==> config.mk <==
export PLATFORM = sky130hd
export DESIGN_NAME = reg_bank_arbiter
export DESIGN_NICKNAME = d
export VERILOG_FILES = /design/src/rtl/reg_bank_arbiter.sv
export SDC_FILE = /design/constraint.sdc
export NUM_CORES = 1
export LEC_CHECK = 0
export BUFFER_PORTS_ARGS = -buffer_cell sky130_fd_sc_hd__buf_2
export CORE_MARGIN = 1
export CORE_UTILIZATION = 45
export DETAILED_ROUTE_END_ITERATION = 6
export PLACE_DENSITY = 0.72
export REMOVE_ABC_BUFFERS = 1
export SLEW_MARGIN = 10
export SYNTH_ARGS = -nofsm -noshare
export SYNTH_HDL_FRONTEND = slang
export SYNTH_SLANG_ARGS = --single-unit
==> constraint.sdc <==
create_clock -name clk -period 2.5 [get_ports clk]
set_input_delay 0.5 -clock clk [delete_from_list [all_inputs] [get_ports clk]]
set_output_delay 0.5 -clock clk [all_outputs]
set_load 0.01 [all_outputs]
==> src/rtl/reg_bank_arbiter.sv <==
// ---------------------------------------------------------------------------
// reg_bank_arbiter
//
// Owns the 5-entry output-enable / PWM configuration register bank and
// arbitrates single-register write requests from two requesters:
//   port A : SPI peripheral decode
//   port B : on-chip sequencer / test engine
//
// Each transaction takes three cycles: IDLE (pick winner), GRANT (one-cycle
// ready pulse to the winner, capture its address/data) and WRITE (commit).
// When both ports request together, the port that was not granted last wins.
//
// Optional build macro:
//   SHADOW_UPDATE_EN  - writes land in a shadow bank; the visible outputs copy
//                       the whole shadow bank on the cycle after period_start.
//                       Undefined: writes update the outputs directly and
//                       period_start is ignored.
//
// Ports:
//   clk, rst_n                       clock, asynchronous active-low reset
//   a_valid/a_addr/a_data, a_ready   port A write request and accept pulse
//   b_valid/b_addr/b_data, b_ready   port B write request and accept pulse
//   period_start                     PWM period boundary pulse (shadow mode)
//   err_clr                          clears err_addr
//   err_addr                         sticky out-of-range address flag
//   last_grant                       0 = A granted last, 1 = B granted last
//   en_reg_out_7_0 .. pwm_duty_cycle register 0 .. register 4
// ---------------------------------------------------------------------------
module reg_bank_arbiter #(
    parameter int NUM_REGS = 5,
    parameter int ADDR_W   = 4,
    parameter int DATA_W   = 8
) (
    input  logic              clk,
    input  logic              rst_n,
    input  logic              a_valid,
    input  logic [ADDR_W-1:0] a_addr,
    input  logic [DATA_W-1:0] a_data,
    output logic              a_ready,
    input  logic              b_valid,
    input  logic [ADDR_W-1:0] b_addr,
    input  logic [DATA_W-1:0] b_data,
    output logic              b_ready,
    input  logic              period_start,
    input  logic              err_clr,
    output logic              err_addr,
    output logic              last_grant,
    output logic [DATA_W-1:0] en_reg_out_7_0,
    output logic [DATA_W-1:0] en_reg_out_15_8,
    output logic [DATA_W-1:0] en_reg_pwm_7_0,
    output logic [DATA_W-1:0] en_reg_pwm_15_8,
    output logic [DATA_W-1:0] pwm_duty_cycle
);

    typedef enum logic [1:0] {
        ST_IDLE  = 2'd0,
        ST_GRANT = 2'd1,
        ST_WRITE = 2'd2
    } state_e;

    state_e              state_q;
    state_e              state_d;

    // winner encoding matches last_grant: 0 = port A, 1 = port B
    logic                winner_q;
    logic                winner_d;
    logic                a_ready_q;
    logic                a_ready_d;
    logic                b_ready_q;
    logic                b_ready_d;
    logic                capture_s;
    logic                commit_s;

    logic [ADDR_W-1:0]   wr_addr_q;
    logic [DATA_W-1:0]   wr_data_q;
    logic                addr_ok_s;
    logic                last_grant_q;
    logic                err_q;
    logic [DATA_W-1:0]   out_q [NUM_REGS];

    // State register and registered ready pulses
    always_ff @(posedge clk or negedge rst_n) begin
        if (!rst_n) begin
            state_q   <= ST_IDLE;
            winner_q  <= 1'b0;
            a_ready_q <= 1'b0;
            b_ready_q <= 1'b0;
        end else begin
            state_q   <= state_d;
            winner_q  <= winner_d;
            a_ready_q <= a_ready_d;
            b_ready_q <= b_ready_d;
        end
    end

    // Next-state, arbitration and datapath strobes
    always_comb begin
        state_d   = state_q;
        winner_d  = winner_q;
        a_ready_d = 1'b0;
        b_ready_d = 1'b0;
        capture_s = 1'b0;
        commit_s  = 1'b0;
        case (state_q)
            ST_IDLE: begin
                if (a_valid || b_valid) begin
                    // With both requesting, the port not granted last wins.
                    if (a_valid && b_valid) begin
                        winner_d = ~last_grant_q;
                    end else begin
                        winner_d = b_valid;
                    end
                    a_ready_d = ~winner_d;
                    b_ready_d = winner_d;
                    state_d   = ST_GRANT;
                end else begin
                    state_d = ST_IDLE;
                end
            end
            ST_GRANT: begin
                capture_s = 1'b1;
                state_d   = ST_WRITE;
            end
            ST_WRITE: begin
                commit_s = 1'b1;
                state_d  = ST_IDLE;
            end
            default: begin
                state_d = ST_IDLE;
            end
        endcase
    end

    // Capture the winner's request while its ready pulse is high
    always_ff @(posedge clk or negedge rst_n) begin
        if (!rst_n) begin
            wr_addr_q <= {ADDR_W{1'b0}};
            wr_data_q <= {DATA_W{1'b0}};
        end else if (capture_s) begin
            wr_addr_q <= winner_q ? b_addr : a_addr;
            wr_data_q <= winner_q ? b_data : a_data;
        end else begin
            wr_addr_q <= wr_addr_q;
            wr_data_q <= wr_data_q;
        end
    end

    // Full-width compare: upper address bits never alias onto real registers
    assign addr_ok_s = (wr_addr_q < ADDR_W'(NUM_REGS));

    // Record which port completed the most recent transaction
    always_ff @(posedge clk or negedge rst_n) begin
        if (!rst_n) begin
            last_grant_q <= 1'b1;
        end else if (commit_s) begin
            last_grant_q <= winner_q;
        end else begin
            last_grant_q <= last_grant_q;
        end
    end

    // Sticky address error; a new error beats a coincident clear
    always_ff @(posedge clk or negedge rst_n) begin
        if (!rst_n) begin
            err_q <= 1'b0;
        end else if (commit_s && !addr_ok_s) begin
            err_q <= 1'b1;
        end else if (err_clr) begin
            err_q <= 1'b0;
        end else begin
            err_q <= err_q;
        end
    end

`ifdef SHADOW_UPDATE_EN
    logic [DATA_W-1:0] shadow_q [NUM_REGS];

    // Shadow bank takes committed writes
    always_ff @(posedge clk or negedge rst_n) begin
        if (!rst_n) begin
            for (int i = 0; i < NUM_REGS; i++) begin
                shadow_q[i] <= {DATA_W{1'b0}};
            end
        end else begin
            for (int i = 0; i < NUM_REGS; i++) begin
                if (commit_s && addr_ok_s && (wr_addr_q == ADDR_W'(i))) begin
                    shadow_q[i] <= wr_data_q;
                end else begin
                    shadow_q[i] <= shadow_q[i];
                end
            end
        end
    end

    // Outputs load the pre-edge shadow contents, so a write committed on the
    // same edge as period_start waits for the following period boundary.
    always_ff @(posedge clk or negedge rst_n) begin
        if (!rst_n) begin
            for (int i = 0; i < NUM_REGS; i++) begin
                out_q[i] <= {DATA_W{1'b0}};
            end
        end else if (period_start) begin
            for (int i = 0; i < NUM_REGS; i++) begin
                out_q[i] <= shadow_q[i];
            end
        end else begin
            for (int i = 0; i < NUM_REGS; i++) begin
                out_q[i] <= out_q[i];
            end
        end
    end
`else
    logic period_start_unused_s;
    assign period_start_unused_s = period_start;

    // Committed writes go straight to the visible register bank
    always_ff @(posedge clk or negedge rst_n) begin
        if (!rst_n) begin
            for (int i = 0; i < NUM_REGS; i++) begin
                out_q[i] <= {DATA_W{1'b0}};
            end
        end else begin
            for (int i = 0; i < NUM_REGS; i++) begin
                if (commit_s && addr_ok_s && (wr_addr_q == ADDR_W'(i))) begin
                    out_q[i] <= wr_data_q;
                end else begin
                    out_q[i] <= out_q[i];
                end
            end
        end
    end
`endif

    assign a_ready         = a_ready_q;
    assign b_ready         = b_ready_q;
    assign err_addr        = err_q;
    assign last_grant      = last_grant_q;
    assign en_reg_out_7_0  = out_q[0];
    assign en_reg_out_15_8 = out_q[1];
    assign en_reg_pwm_7_0  = out_q[2];
    assign en_reg_pwm_15_8 = out_q[3];
    assign pwm_duty_cycle  = out_q[4];

endmodule

==> summary.md <==
| Metric | Value |
|---|---|
| Core area | `4880 µm²` |
| WL/cell | `14.3 µm` |
| Commonest cells in the synthesized netlist | `58 x sky130_fd_sc_hd__dfrtp_1, 41 x sky130_fd_sc_hd__mux2_2, 15 x sky130_fd_sc_hd__o21ai_0, 12 x sky130_fd_sc_hd__mux2i_1, 12 x sky130_fd_sc_hd__nand2_1` |
| Transition at the pin with the smallest max-transition slack | `0.835 ns` |
| Clock latency reported for the late side of the worst-skew pair | `0.33 ns` |
| Pin count of the biggest net entering global routing | `35` |
| Number of antenna violations at the first check in global routing | `0` |
| Number of rows created at floorplan | `25` |
| Share of the clock period used by the worst path after layout | `0.675` |
| Delay of the slowest cell on the worst path | `0.43 ns` |
| Peak clock frequency supported by timing | `592 MHz` |
| Critical path type | `flop to flop` |
| Vias after detailed routing | `1541` |
| Final Instance Count excl. Fillers | `313` |
| Yosys synthesis warning count | `0` |
| Library cell with the highest instance count after synthesis | `sky130_fd_sc_hd__dfrtp_1` |
| Initial DRC count | `59` |
| CTS sink count | `59` |
| Number of optimization iterations in the first detailed-route pass | `4` |
| Minimum period implied by the final worst setup slack | `1.69 ns` |
| Predominant post-synthesis flop cell | `sky130_fd_sc_hd__dfrtp_1` |
| Worst Path Arrival | `1.90 ns` |
| R2R setup slack | `0.81 ns` |
| Startpoint Class | `flop` |
| Overall die width | `74.2 µm` |
| Unrepaired setup endpoints after global routing | `false` |
| Setup Fix Bufs, Post-CTS | `0` |
| Cell chain of the critical path | `nor4b_4, and3_2, mux2_2` |
| Vias in the first global route | `1459` |
| Run status | `finished clean` |
| Final weighted congestion of routability-driven global placement | `0.749` |
| Standard cell with the maximum stage delay on the critical path | `sky130_fd_sc_hd__dfrtp_1` |
| Crit. End Element | `flop` |
| Area fraction of the dominant cell type after synthesis | `0.618` |
| Post-Layout Inst Area | `3010 µm²` |
| Leak pwr | `1.62 nW` |
| Count of cell types in the netlist | `22` |
| # hold bufs at CTS | `0` |
| I/O pin total | `74` |
| Number of register bits inferred by synthesis | `59` |
| Number of standard cells after synthesis | `162` |
| Mean post-synth cell area | `14.5 µm²` |
| TritonCTS Buffers | `9` |
| Largest fanout on the critical path | `8` |
| Worst min path class | `input port to asynchronous set/reset pin` |
| Area overhead of the layout relative to synthesis | `28.2%` |
| Placed insts | `297` |
| Power density relative to cell area | `1250 nW/µm²` |
| Sum Neg Setup Slack | `0 ns` |
| Total setup violations reported at the end of the flow | `0` |
| Clock root cell | `sky130_fd_sc_hd__clkbuf_8` |
| Worst path required time | `2.71 ns` |
| Count of cells resized by post-cts repair | `0` |
| Critical R2R Capture | `en_reg_pwm_15_8[2]` |
| Number of enable-type register cells in the synthesized netlist | `0` |
| Fraction of layout instances using a drive strength above 1 | `0.561` |
| Worst flop-to-flop path startpoint | `state_q[0]` |
| Worst relative slew slack | `0.444` |
| Maximum buffer depth of the clock tree | `2` |
| Half-perimeter wire length after placement | `3110 µm` |
| Die Span Y | `74.2 µm` |
| Final Max Slew Viols | `0` |
| Wire length of the first global-routing pass | `7090 µm` |
| Final-report hold violation count | `0` |
| Post-Place Cell Area | `2790 µm²` |
| H-tree depth reported by CTS | `3` |
| Area leader, netlist | `sky130_fd_sc_hd__dfrtp_1` |
| Post-route DRC violation count | `0` |
| Reg2reg path depth | `3` |
| Post-detailed-routing wire length | `4490 µm` |
| Sequential-to-total area share from yosys stat | `0.629` |
| CTS tree | `built` |
| Avg Vias per Cell | `4.92` |
| Clock transition at the registers of the reported paths | `0.06 ns` |
| Asr flop ratio synth | `1.00` |
| Number of nets still failing antenna checks after routing | `0` |
| Die outline area | `5510 µm²` |
| Net count of the finished layout | `271` |
| Final core occ | `0.617` |
| Worst supply voltage drop on vdd | `0.000513 V` |
| Final antenna diode count | `0` |
| Fin Clk Skew | `0.00697 ns` |
| Total routing usage reported by global routing | `0.182` |
| Port buffer count | `72` |
| Area of the mapped netlist | `2350 µm²` |
| Top post-synthesis cells by area | `sky130_fd_sc_hd__dfrtp_1 62%, sky130_fd_sc_hd__mux2_2 20%, sky130_fd_sc_hd__mux2i_1 5.1%` |
| Initial core utilization | `0.481` |
| Overflow after GRT | `0` |
| Max-cap viol count | `0` |
==> worst max path at each step <==
| stage | startpoint | to | depth (start not counted) |
|---|---|---|---|
| floorplan | state_q[0] | en_reg_pwm_15_8[0] | 3 |
| global placement | state_q[0] | en_reg_pwm_15_8[7] | 3 |
| detailed placement | state_q[0] | en_reg_pwm_15_8[2] | 3 |
| CTS | state_q[0] | en_reg_pwm_15_8[2] | 3 |
| global route | state_q[0] | en_reg_pwm_15_8[2] | 3 |
| finish | state_q[0] | en_reg_pwm_15_8[2] | 3 |
==> area by class of cell <==
cell class                      instances  area (µm²)
Fill cell                             426        1870
Timing Repair Buffer                   73         380
Multi-Input combinational cell         95         832
Clock inverter                          5        75.1
Sequential cell                        59        1480
Inverter                                3        11.3
Clock buffer                           11         151
Tap cell                               67        83.8
==> placed cells by master (no fill, tap or decap) <==
cell type / count
sky130_fd_sc_hd__o21ai_0: 15
sky130_fd_sc_hd__mux2_2: 41
sky130_fd_sc_hd__nand2_2: 1
sky130_fd_sc_hd__and3_2: 1
sky130_fd_sc_hd__clkbuf_8: 11
sky130_fd_sc_hd__clkinv_2: 3
sky130_fd_sc_hd__dfrtp_1: 58
sky130_fd_sc_hd__a21o_1: 1
sky130_fd_sc_hd__o21a_1: 1
sky130_fd_sc_hd__nand3b_2: 2
sky130_fd_sc_hd__bufinv_16: 2
sky130_fd_sc_hd__mux2i_1: 12
sky130_fd_sc_hd__and2b_2: 1
sky130_fd_sc_hd__nand4b_2: 1
sky130_fd_sc_hd__nor2_1: 3
sky130_fd_sc_hd__and2_1: 1
sky130_fd_sc_hd__nand2b_1: 1
sky130_fd_sc_hd__inv_1: 3
sky130_fd_sc_hd__nand2_1: 12
sky130_fd_sc_hd__nor4b_4: 1
sky130_fd_sc_hd__buf_2: 72
sky130_fd_sc_hd__a21boi_0: 1
sky130_fd_sc_hd__dfstp_2: 1
sky130_fd_sc_hd__buf_12: 1
==> worst max-delay path, delay by kind of cell, from the launching register on <==
kind	cells	cell delay, ns
and+or+nand+nor	2	0.78
DFF	1	0.43
muxes	1	0.36
==> state kept, by name, summed over array words and instances (netlist names) <==
register and cells:
a_ready 1, b_ready 1, en_reg_out_15_8 8, en_reg_out_7_0 8, en_reg_pwm_15_8 8, en_reg_pwm_7_0 8
err_addr 1, last_grant 1, pwm_duty_cycle 8, state_q 2, winner_q 1, wr_addr_q 4
wr_data_q 8
==> stage by stage <==
step	hold WS, ns	worst slack [ns]	power, W
after floorplan	0.204	0.937	0.00233
after global placement	0.483	0.822	0.00278
after detailed placement	0.487	0.810	0.00283
after CTS	0.185	0.794	0.00380
after global routing	0.201	0.727	0.00401
final	0.176	0.812	0.00375
==> per-layer routing <==
| metal | vias up | track usage | routed length [µm] |
|---|---|---|---|
| met3 | 7 | 0.0569 | 209 |
| met2 | 46 | 0.289 | 2170 |
| li1 | 727 | - | - |
| met5 | - | 0 | 0 |
| met1 | 761 | 0.225 | 2050 |
| met4 | 0 | 0.0943 | 57 |
==> cell families after synthesis <==
| family | Yosys count | share of synthesized area |
|---|---|---|
| compound gates | 18 | 0.0416 |
| simple gates | 24 | 0.0650 |
| flops | 59 | 0.629 |
| mux | 53 | 0.248 |
| buf+inv | 8 | 0.0165 |
==> where the power goes <==
part / leakage [nW] / total (W) / switching (W) / internal [W]
Combinational: 0.739 / 0.00110 / 0.000515 / 0.000582
Clock: 0.119 / 0.000968 / 0.000358 / 0.000610
Sequential: 0.760 / 0.00169 / 0.000337 / 0.00135
No activity file was read; power rests on OpenSTA's default activity.
